## src/rtl/pipe_stage_skid.sv

```systemverilog
// pipe_stage_skid: valid/ready pipeline stage with a main and a skid register, flush and registered ready.
// Define PIPE_STAGE_SKID_PERF_EN to add the stall_cycles and xfer_count performance counters.
module pipe_stage_skid #(
    parameter int WIDTH = 32,
    parameter logic [WIDTH-1:0] RESET_VALUE = '0,
    parameter bit FLUSH_CLEARS_DATA = 1'b1
) (
    input  logic             clk,
    input  logic             R,
    input  logic             in_valid,
    input  logic [WIDTH-1:0] in_data,
    output logic             in_ready,
    input  logic             flush,
    output logic             out_valid,
    output logic [WIDTH-1:0] out_data,
    input  logic             out_ready
`ifdef PIPE_STAGE_SKID_PERF_EN
    ,
    output logic [15:0]      stall_cycles,
    output logic [15:0]      xfer_count
`endif
);
    typedef enum logic [1:0] {EMPTY, FULL, SKID} state_t;
    state_t state;
    logic [WIDTH-1:0] skid;
    always_ff @(posedge clk) begin
        if (R) begin
            state <= EMPTY;
            out_valid <= 1'b0;
            in_ready <= 1'b1;
            out_data <= RESET_VALUE;
            skid <= RESET_VALUE;
        end else if (flush) begin
            state <= EMPTY;
            out_valid <= 1'b0;
            in_ready <= 1'b1;
            if (FLUSH_CLEARS_DATA) begin
                out_data <= RESET_VALUE;
                skid <= RESET_VALUE;
            end
        end else begin
            case (state)
                EMPTY: if (in_valid) begin
                    out_data <= in_data;
                    state <= FULL;
                    out_valid <= 1'b1;
                end
                FULL: if (out_ready && !in_valid) begin
                    state <= EMPTY;
                    out_valid <= 1'b0;
                end else if (out_ready) begin
                    out_data <= in_data;
                end else if (in_valid) begin
                    skid <= in_data;
                    state <= SKID;
                    in_ready <= 1'b0;
                end
                SKID: if (out_ready) begin
                    out_data <= skid;
                    state <= FULL;
                    in_ready <= 1'b1;
                end
                default: begin
                    state <= EMPTY;
                    out_valid <= 1'b0;
                    in_ready <= 1'b1;
                end
            endcase
        end
    end
`ifdef PIPE_STAGE_SKID_PERF_EN
    // Counters ignore flush cycles so a bubble insert leaves them untouched.
    always_ff @(posedge clk) begin
        if (R) begin
            stall_cycles <= '0;
            xfer_count <= '0;
        end else if (!flush) begin
            if (out_valid && !out_ready && stall_cycles != 16'hFFFF) stall_cycles <= stall_cycles + 16'd1;
            if (out_valid && out_ready) xfer_count <= xfer_count + 16'd1;
        end
    end
`endif
endmodule

```

## config.mk

```make
export PLATFORM = sky130hd
export DESIGN_NAME = pipe_stage_skid
export DESIGN_NICKNAME = d
export VERILOG_FILES = /design/src/rtl/pipe_stage_skid.sv
export SDC_FILE = /design/constraint.sdc
export NUM_CORES = 1
export LEC_CHECK = 0
export BUFFER_PORTS_ARGS = -buffer_cell sky130_fd_sc_hd__buf_2
export CAP_MARGIN = 20
export CORE_MARGIN = 4
export CORE_UTILIZATION = 53
export DETAILED_ROUTE_END_ITERATION = 7
export PLACE_DENSITY = 0.85
export SETUP_SLACK_MARGIN = 0.05
export SLEW_MARGIN = 10
export SYNTH_ARGS = -nofsm -noshare
export SYNTH_HDL_FRONTEND = slang
export SYNTH_SLANG_ARGS = --single-unit
```

## constraint.sdc

```tcl
create_clock -name clk -period 1.86 [get_ports clk]
set_input_delay 0.372 -clock clk [delete_from_list [all_inputs] [get_ports clk]]
set_output_delay 0.372 -clock clk [all_outputs]
set_load 0.02 [all_outputs]
```

==> metrics.md, run 1 <==
| Metric | Value |
|---|---|
| Max Used Layer | met4 |
| Vias per cell | roughly 5.6 |
| Power Dens Cells | 894 nW/um2 |
| Area leader, netlist | dfxtp_1 |
| Std-Cell Core Area | between 5000 and 6000 um2 |
| 1st-iter DRT viols | around 130 |
| CP Data Required Time | between 2 and 2.5 ns |
| Met3 wire len | roughly 450 um |
| Combinational share of power | 0.128 |
| Sequential share of power | 0.465 |
| Gr usage total | 0.211 |
| Worst Clk Skew | around 0.0083 ns |
| Pin count of the biggest net entering global routing | between 40 and 50 |
| Slowest-stage cell, CP | a21o_4 |
| Final hold viol count | 0 |
| Most frequent cells in the layout | buf_2, dfxtp_1, nand2_1 |
| Critical path startpoint | state[0]$_SDFFE_PP0P_ |
| Post-synthesis sequential element count | 68 |
| Wire length per cell | approximately 16 um |
| Synth Warn # | 0 |
| H-tree Lvls | 3 |
| Design Area, Final | 3680 um2 |
| Share of layout cells above drive strength 1 | 0.349 |
| Reg2Reg Depth | 3 |
| P_leak | 1.59 nW |
| DR DRC count | 0 |
| Clock transition at the registers of the reported paths | roughly 0.070 ns |
| CP Buf/Inv Count | 1 |
| Tot Pwr | 0.00329 W |
| First-pass DRT Iterations | 4 |
| CP Max Fanout | 32 |
| Fillers | approximately 460 |
| DP Wirelength | 4.80 mm |
| CTS Buf Count | 9 |
| Number of library cell types mapped by synthesis | 27 |
| Mean Syn Cell Area | 9.66 um2 |
| Grt ovf | 0 |
| Crit path time final | approximately 1.6 ns |
| Worst Tran Pin Value | approximately 0.53 ns |
| Critical path arrival | between 1.5 and 2 ns |
| Syn Nets | roughly 360 |
| Worst r2r src | state[0]$_SDFFE_PP0P_ |
| Nets | 416 |
| Synth top area share | 0.442 |
| CP endpoint kind | flop |
| WHS Endpoint | skid[18]$_SDFFE_PP0P_ |
| # hold bufs at CTS | 0 |
| Top delay family on crit path | compound AO/OA/AOI/OAI gates |
| Slowest cell delay on critical path | about 0.48 ns |
| CTS tree | done |
| Reg-to-reg setup timing slack | about 0.21 ns |
| GPL Wtd Cong | around 0.76 |
| CTS sink cnt | between 60 and 70 |
| Relative slew slack | 0.650 |
| RSZ-0062 raised after global routing | false |
| Worst R2R End | out_data[13]$_SDFFE_PP0P_ |
| Fin util | 0.660 |
| Reg area | between 1000 and 1500 um2 |
| Die height | about 84 um |
| Setup TNS | 0 ns |
| Initial Utilization | 0.553 |
| Fmax | approximately 610 MHz |
| DR WL met2 | around 3.4 mm |
| Status | completed |
| Initial antenna violation count | 0 |
| Sw Pwr | between 0.0008 and 0.0009 W |
| Final Cycle Share | 0.886 |
| Internal | between 0.002 and 0.0025 W |
| Switching share of total power | 0.254 |
| Hold path depth | 3 |
| Commonest non-fill, non-tap cell in the layout | buf_2 |
| Area contributors post-synth | dfxtp_1, a211oi_2, mux2i_1 |
| Worst-Skew Late Latency | about 0.35 ns |
| Critical path, cell by cell | clkinv_1 -> a21o_4 -> a211oi_1 |
| Total vias in the final route | between 2k and 3k |
| Cell Area, Synth | around 3000 um2 |
| Max-cap violations | 0 |
| Final setup fails | 0 |
| Ports | 71 |
| Vias in the first global route | 2,498 |
| HP Class | input pin to flop |
| Die Width | roughly 84 um |
| Multi-input logic area | 1540 um2 |
| Row cnt | 27 |
| Startpoint Class | flop |
| DP Area | 3460 um2 |
| Worst VDD drop | about 450 uV |
| Synth Flop Type | dfxtp_1 |
| EDFF count, synth | 0 |
| Post-CTS resize count | 0 |
| Clock root buffer | clkbuf_8 |
| Crit path kind | flop to flop |
| PortBufs | 70 |
| Final ANT Viol Nets | 0 |
| Detailed Route WL | 7.27 mm |
| Wl on met1 | 3.34 mm |
| Area Growth Syn to Fin | 19.3% |
| Worst hold slack | 0.273 ns |
| Final Max Tran Viols | 0 |
| Diodes inserted | 0 |
| Cell count after synthesis | 319 |
| Post-CTS Setup Inserts | 0 |
| Sequential-to-total area share from yosys stat | 0.442 |
| Clk buf depth | 2 |
| Hold wc startpoint | in_data[18] |
| Die area | about 7100 um2 |
| Wire length of the first global-routing pass | ~12 mm |
| Power share of the clock group | 0.407 |
| Post-synth ARST share | 0 |
worst max path at each step:
| stage | end | slack, ns | cells past startpoint |
|---|---|---|---|
| 2_1_floorplan | out_data[0]$_SDFFE_PP0P_ | 0.41 | 5 |
| 3_3_place_gp | out_data[13]$_SDFFE_PP0P_ | 0.18 | 4 |
| 3_5_place_dp | out_data[12]$_SDFFE_PP0P_ | 0.14 | 4 |
| 4_1_cts | out_data[13]$_SDFFE_PP0P_ | 0.23 | 3 |
| 5_1_grt | out_data[12]$_SDFFE_PP0P_ | 0.12 | 3 |
| 6_report | out_data[13]$_SDFFE_PP0P_ | 0.21 | 3 |
through the flow:
step           setup slack (ns)  cells
5_1_grt                   0.119    456
4_1_cts                   0.234    456
2_1_floorplan             0.409    319
6_report                  0.212    456
3_5_place_dp              0.140    440
3_3_place_gp              0.182    440
synth_stat cells (2+ instances only):
cell      count
a211oi_1     34
nand2_1      66
buf_4         6
buf_2        11
nand2b_1      2
nand3b_1      2
dfxtp_1      68
a211oi_2     30
clkbuf_1     14
a21oi_1      35
buf_6         4
mux2i_1      32
metal layers:
| metal | track usage | vias up |
|---|---|---|
| met5 | 0 | - |
| met4 | 0.0819 | 0 |
| met3 | 0.0540 | 8 |
| met2 | 0.330 | 73 |
| met1 | 0.279 | 1205 |
| li1 | - | 1264 |
power by group through the flow:
stage	Clock, W	Combinational (W)	Sequential (W)
CTS	0.00136	0.000420	0.00153
floorplan	0	0.000246	0.00160
finish	0.00134	0.000420	0.00153
global placement	0	0.000408	0.00156
global route	0.00143	0.000455	0.00153
detailed placement	0	0.000417	0.00156
logic make-up after synthesis:
logic type	synth area share
AOI/OAI and AO/OA	0.275
and+or+nand+nor	0.109
DFF	0.442
buffers and inverters	0.0654
muxes	0.109
worst register-to-register path, cell delays in order (launching register included):
cell and delay [ns]:
dfxtp_1 0.46, clkinv_1 0.34, a21o_4 0.48, a211oi_1 0.29
registers in the layout (all words and copies together), names as in the netlist:
signal,count
out_data,32
skid,32
state,2
in_ready,1
out_valid,1
layout make-up:
type	count	share of cell area
sequential	68	0.370
multi-input combinational	215	0.418
clock buffer	12	0.0395
timing repair buffer	84	0.127
inverter	1	0.00102
tap	72	0.0245
clock inverter	4	0.0197
Power figures use the tool's default switching activity.
==> run 2: changes to the inputs <==
--- a/config.mk
+++ b/config.mk
@@ -5,12 +5,12 @@
 export SDC_FILE = /design/constraint.sdc
 export NUM_CORES = 1
 export LEC_CHECK = 0
-export BUFFER_PORTS_ARGS = -buffer_cell sky130_fd_sc_hd__buf_2
 export CAP_MARGIN = 20
 export CORE_MARGIN = 4
-export CORE_UTILIZATION = 53
+export CORE_UTILIZATION = 62
 export DETAILED_ROUTE_END_ITERATION = 7
-export PLACE_DENSITY = 0.85
+export DONT_BUFFER_PORTS = 1
+export PLACE_DENSITY = 0.84
 export SETUP_SLACK_MARGIN = 0.05
 export SLEW_MARGIN = 10
 export SYNTH_ARGS = -nofsm -noshare
==> run 2 against run 1 <==
Largest cell class unchanged; setup slack improved by 0.017 ns; critical path depth unchanged; clock-buffer cell count stayed put; first-iteration DRC count shrank 7.6%; total power decreased by 10%; highest routed layer unchanged; global-route usage increased by 2.5 points; fmax up 1.1%; cell count down 17%; register-to-register slack better by 0.02 ns; sequential power is 3% higher; sequential share of layout area grew 4.5 points.
==> metrics.md, run 2 (synthesis gave the netlist of run 1 again) <==
| Metric | Value |
|---|---|
| Reg area | 1360 um2 (unchanged) |
| Final setup fails | 0 (unchanged) |
| Die area | 6160 um2 (was 7100 um2) |
| Fillers | 389 (was 455) |
| Die Width | 78.5 um (was 84.3 um) |
| Final hold viol count | 0 (unchanged) |
| Commonest non-fill, non-tap cell in the layout | dfxtp_1 (was buf_2) |
| CP Data Required Time | 2.11 ns (about the same) |
| Crit path time final | 1.63 ns (was 1.65 ns) |
| Final Cycle Share | 0.877 (was 0.886) |
| RSZ-0062 raised after global routing | false (unchanged) |
| Final ANT Viol Nets | 0 (unchanged) |
| CP endpoint kind | flop (unchanged) |
| Initial antenna violation count | 0 (unchanged) |
| Post-CTS resize count | 0 (unchanged) |
| Pin count of the biggest net entering global routing | 69 (was 41) |
| DP Wirelength | 4.49 mm (was 4.80 mm) |
| Crit path kind | flop to flop (unchanged) |
| Worst r2r src | state[0]$_SDFFE_PP0P_ (unchanged) |
| Wire length of the first global-routing pass | 11.4 mm (was 12.1 mm) |
| 1st-iter DRT viols | 121 (was 131) |
| Clock root buffer | clkbuf_8 (unchanged) |
| Fin util | 0.689 (was 0.660) |
| CTS sink cnt | 68 (unchanged) |
| Status | completed (unchanged) |
| Fmax | 613 MHz (was 607 MHz) |
| P_leak | 1.26 nW (was 1.59 nW) |
| Area Growth Syn to Fin | 6.37% (was 19.3%) |
| Multi-input logic area | 1540 um2 (unchanged) |
| # hold bufs at CTS | 0 (unchanged) |
| Relative slew slack | 0.675 (was 0.650) |
| Worst VDD drop | 678 uV (was 448 uV) |
| Worst Tran Pin Value | 0.488 ns (was 0.526 ns) |
| Vias in the first global route | 2,221 (was 2,498) |
| Die height | 78.5 um (was 84.3 um) |
| DP Area | 3100 um2 (was 3460 um2) |
| Row cnt | 25 (was 27) |
| Max-cap violations | 0 (unchanged) |
| Final Non-Filler Cells | 379 (was 456) |
| Final Max Tran Viols | 0 (unchanged) |
| Placed Cells | 365 (was 440) |
| Critical path startpoint | state[0]$_SDFFE_PP0P_ (unchanged) |
| Gr usage total | 0.235 (was 0.211) |
| Power Dens Cells | 902 nW/um2 (was 894 nW/um2) |
| Post-CTS Setup Inserts | 0 (unchanged) |
| PortBufs | 0 (was 70) |
| First-pass DRT Iterations | 4 (unchanged) |
| Worst Clk Skew | 0.00741 ns (was 0.00825 ns) |
| Total vias in the final route | 2,288 (was 2,550) |
| Setup TNS | 0 ns (unchanged) |
| Share of layout cells above drive strength 1 | 0.205 (was 0.349) |
| Ports | 71 (unchanged) |
| Std-Cell Core Area | 4750 um2 (was 5570 um2) |
| Initial Utilization | 0.648 (was 0.553) |
| Biggest regs | out_data x32, skid x32, state x2 (unchanged) |
| Most frequent cells in the layout | dfxtp_1, nand2_1, a21oi_1 (was buf_2, dfxtp_1, nand2_1) |
| Worst-Skew Late Latency | 0.33 ns (was 0.35 ns) |
| Wire length per cell | 17.9 um (was 15.9 um) |
| CP Max Fanout | 32 (unchanged) |
| Startpoint Class | flop (unchanged) |
| GPL Wtd Cong | 0.760 (was 0.761) |
| Nets | 346 (was 416) |
| CTS Buf Count | 9 (unchanged) |
| Clock transition at the registers of the reported paths | 0.07 ns (about the same) |
| CTS tree | done (unchanged) |
| Detailed Route WL | 6.78 mm (was 7.27 mm) |
| H-tree Lvls | 3 (unchanged) |
| Design Area, Final | 3280 um2 (was 3680 um2) |
| Grt ovf | 0 (unchanged) |
| Hold wc startpoint | in_data[20] (was in_data[18]) |
| DR DRC count | 0 (unchanged) |
| Vias per cell | 6.04 (was 5.59) |
| Clk buf depth | 2 (unchanged) |
| Critical path arrival | 1.88 ns (was 1.90 ns) |
| Worst hold slack | 0.165 ns (was 0.273 ns) |
| HP Class | input pin to flop (unchanged) |
| Diodes inserted | 0 (unchanged) |
-- run 2: cell count changes in the layout (fill, tap and decap cells not counted), sizes merged --
cell | previous run | this run
buf | 84 | 14
bufinv | 2 | 0
clkinv | 2 | 3
clkinvlp | 1 | 0
-- run 2: stage by stage --
step | power (W) | worst slack, ns
final | 0.00296 | 0.229
after detailed placement | 0.00190 | 0.226
after CTS | 0.00298 | 0.211
after global placement | 0.00189 | 0.289
after floorplan | 0.00185 | 0.409
after global routing | 0.00307 | 0.106
-- run 2: layer usage --
metal	track usage	wire length, um
met5	0	0
met4	0.0857	82
met3	0.0940	556
met2	0.349	3200
met1	0.308	2940
-- run 2: layout make-up --
class                           instances  share of cell area
Multi-Input combinational cell        215               0.469
Sequential cell                        68               0.415
Clock buffer                           12              0.0504
Timing Repair Buffer                   14              0.0359
Tap cell                               67              0.0256
Clock inverter                          2             0.00305
Inverter                                1             0.00115
-- run 2: critical path: stages (launching register included) --
cell      delay (ns)
dfxtp_1         0.46
clkinv_1        0.33
a21o_4          0.47
a211oi_1        0.28
-- run 2: worst paths after layout --
check,cells past startpoint,to,slack (ns)
worst min-delay path,2,skid[20]$_SDFFE_PP0P_,0.17
worst max-delay path,3,out_data[13]$_SDFFE_PP0P_,0.23
worst max register to register,3,out_data[13]$_SDFFE_PP0P_,0.23
worst min register to register,2,skid[31]$_SDFFE_PP0P_,0.45
-- run 2: where the power goes --
part	internal (W)	switching [W]	total, W
logic	0.000110	0.000170	0.000280
registers	0.00150	0.0000839	0.00158
clock network	0.000574	0.000519	0.00109
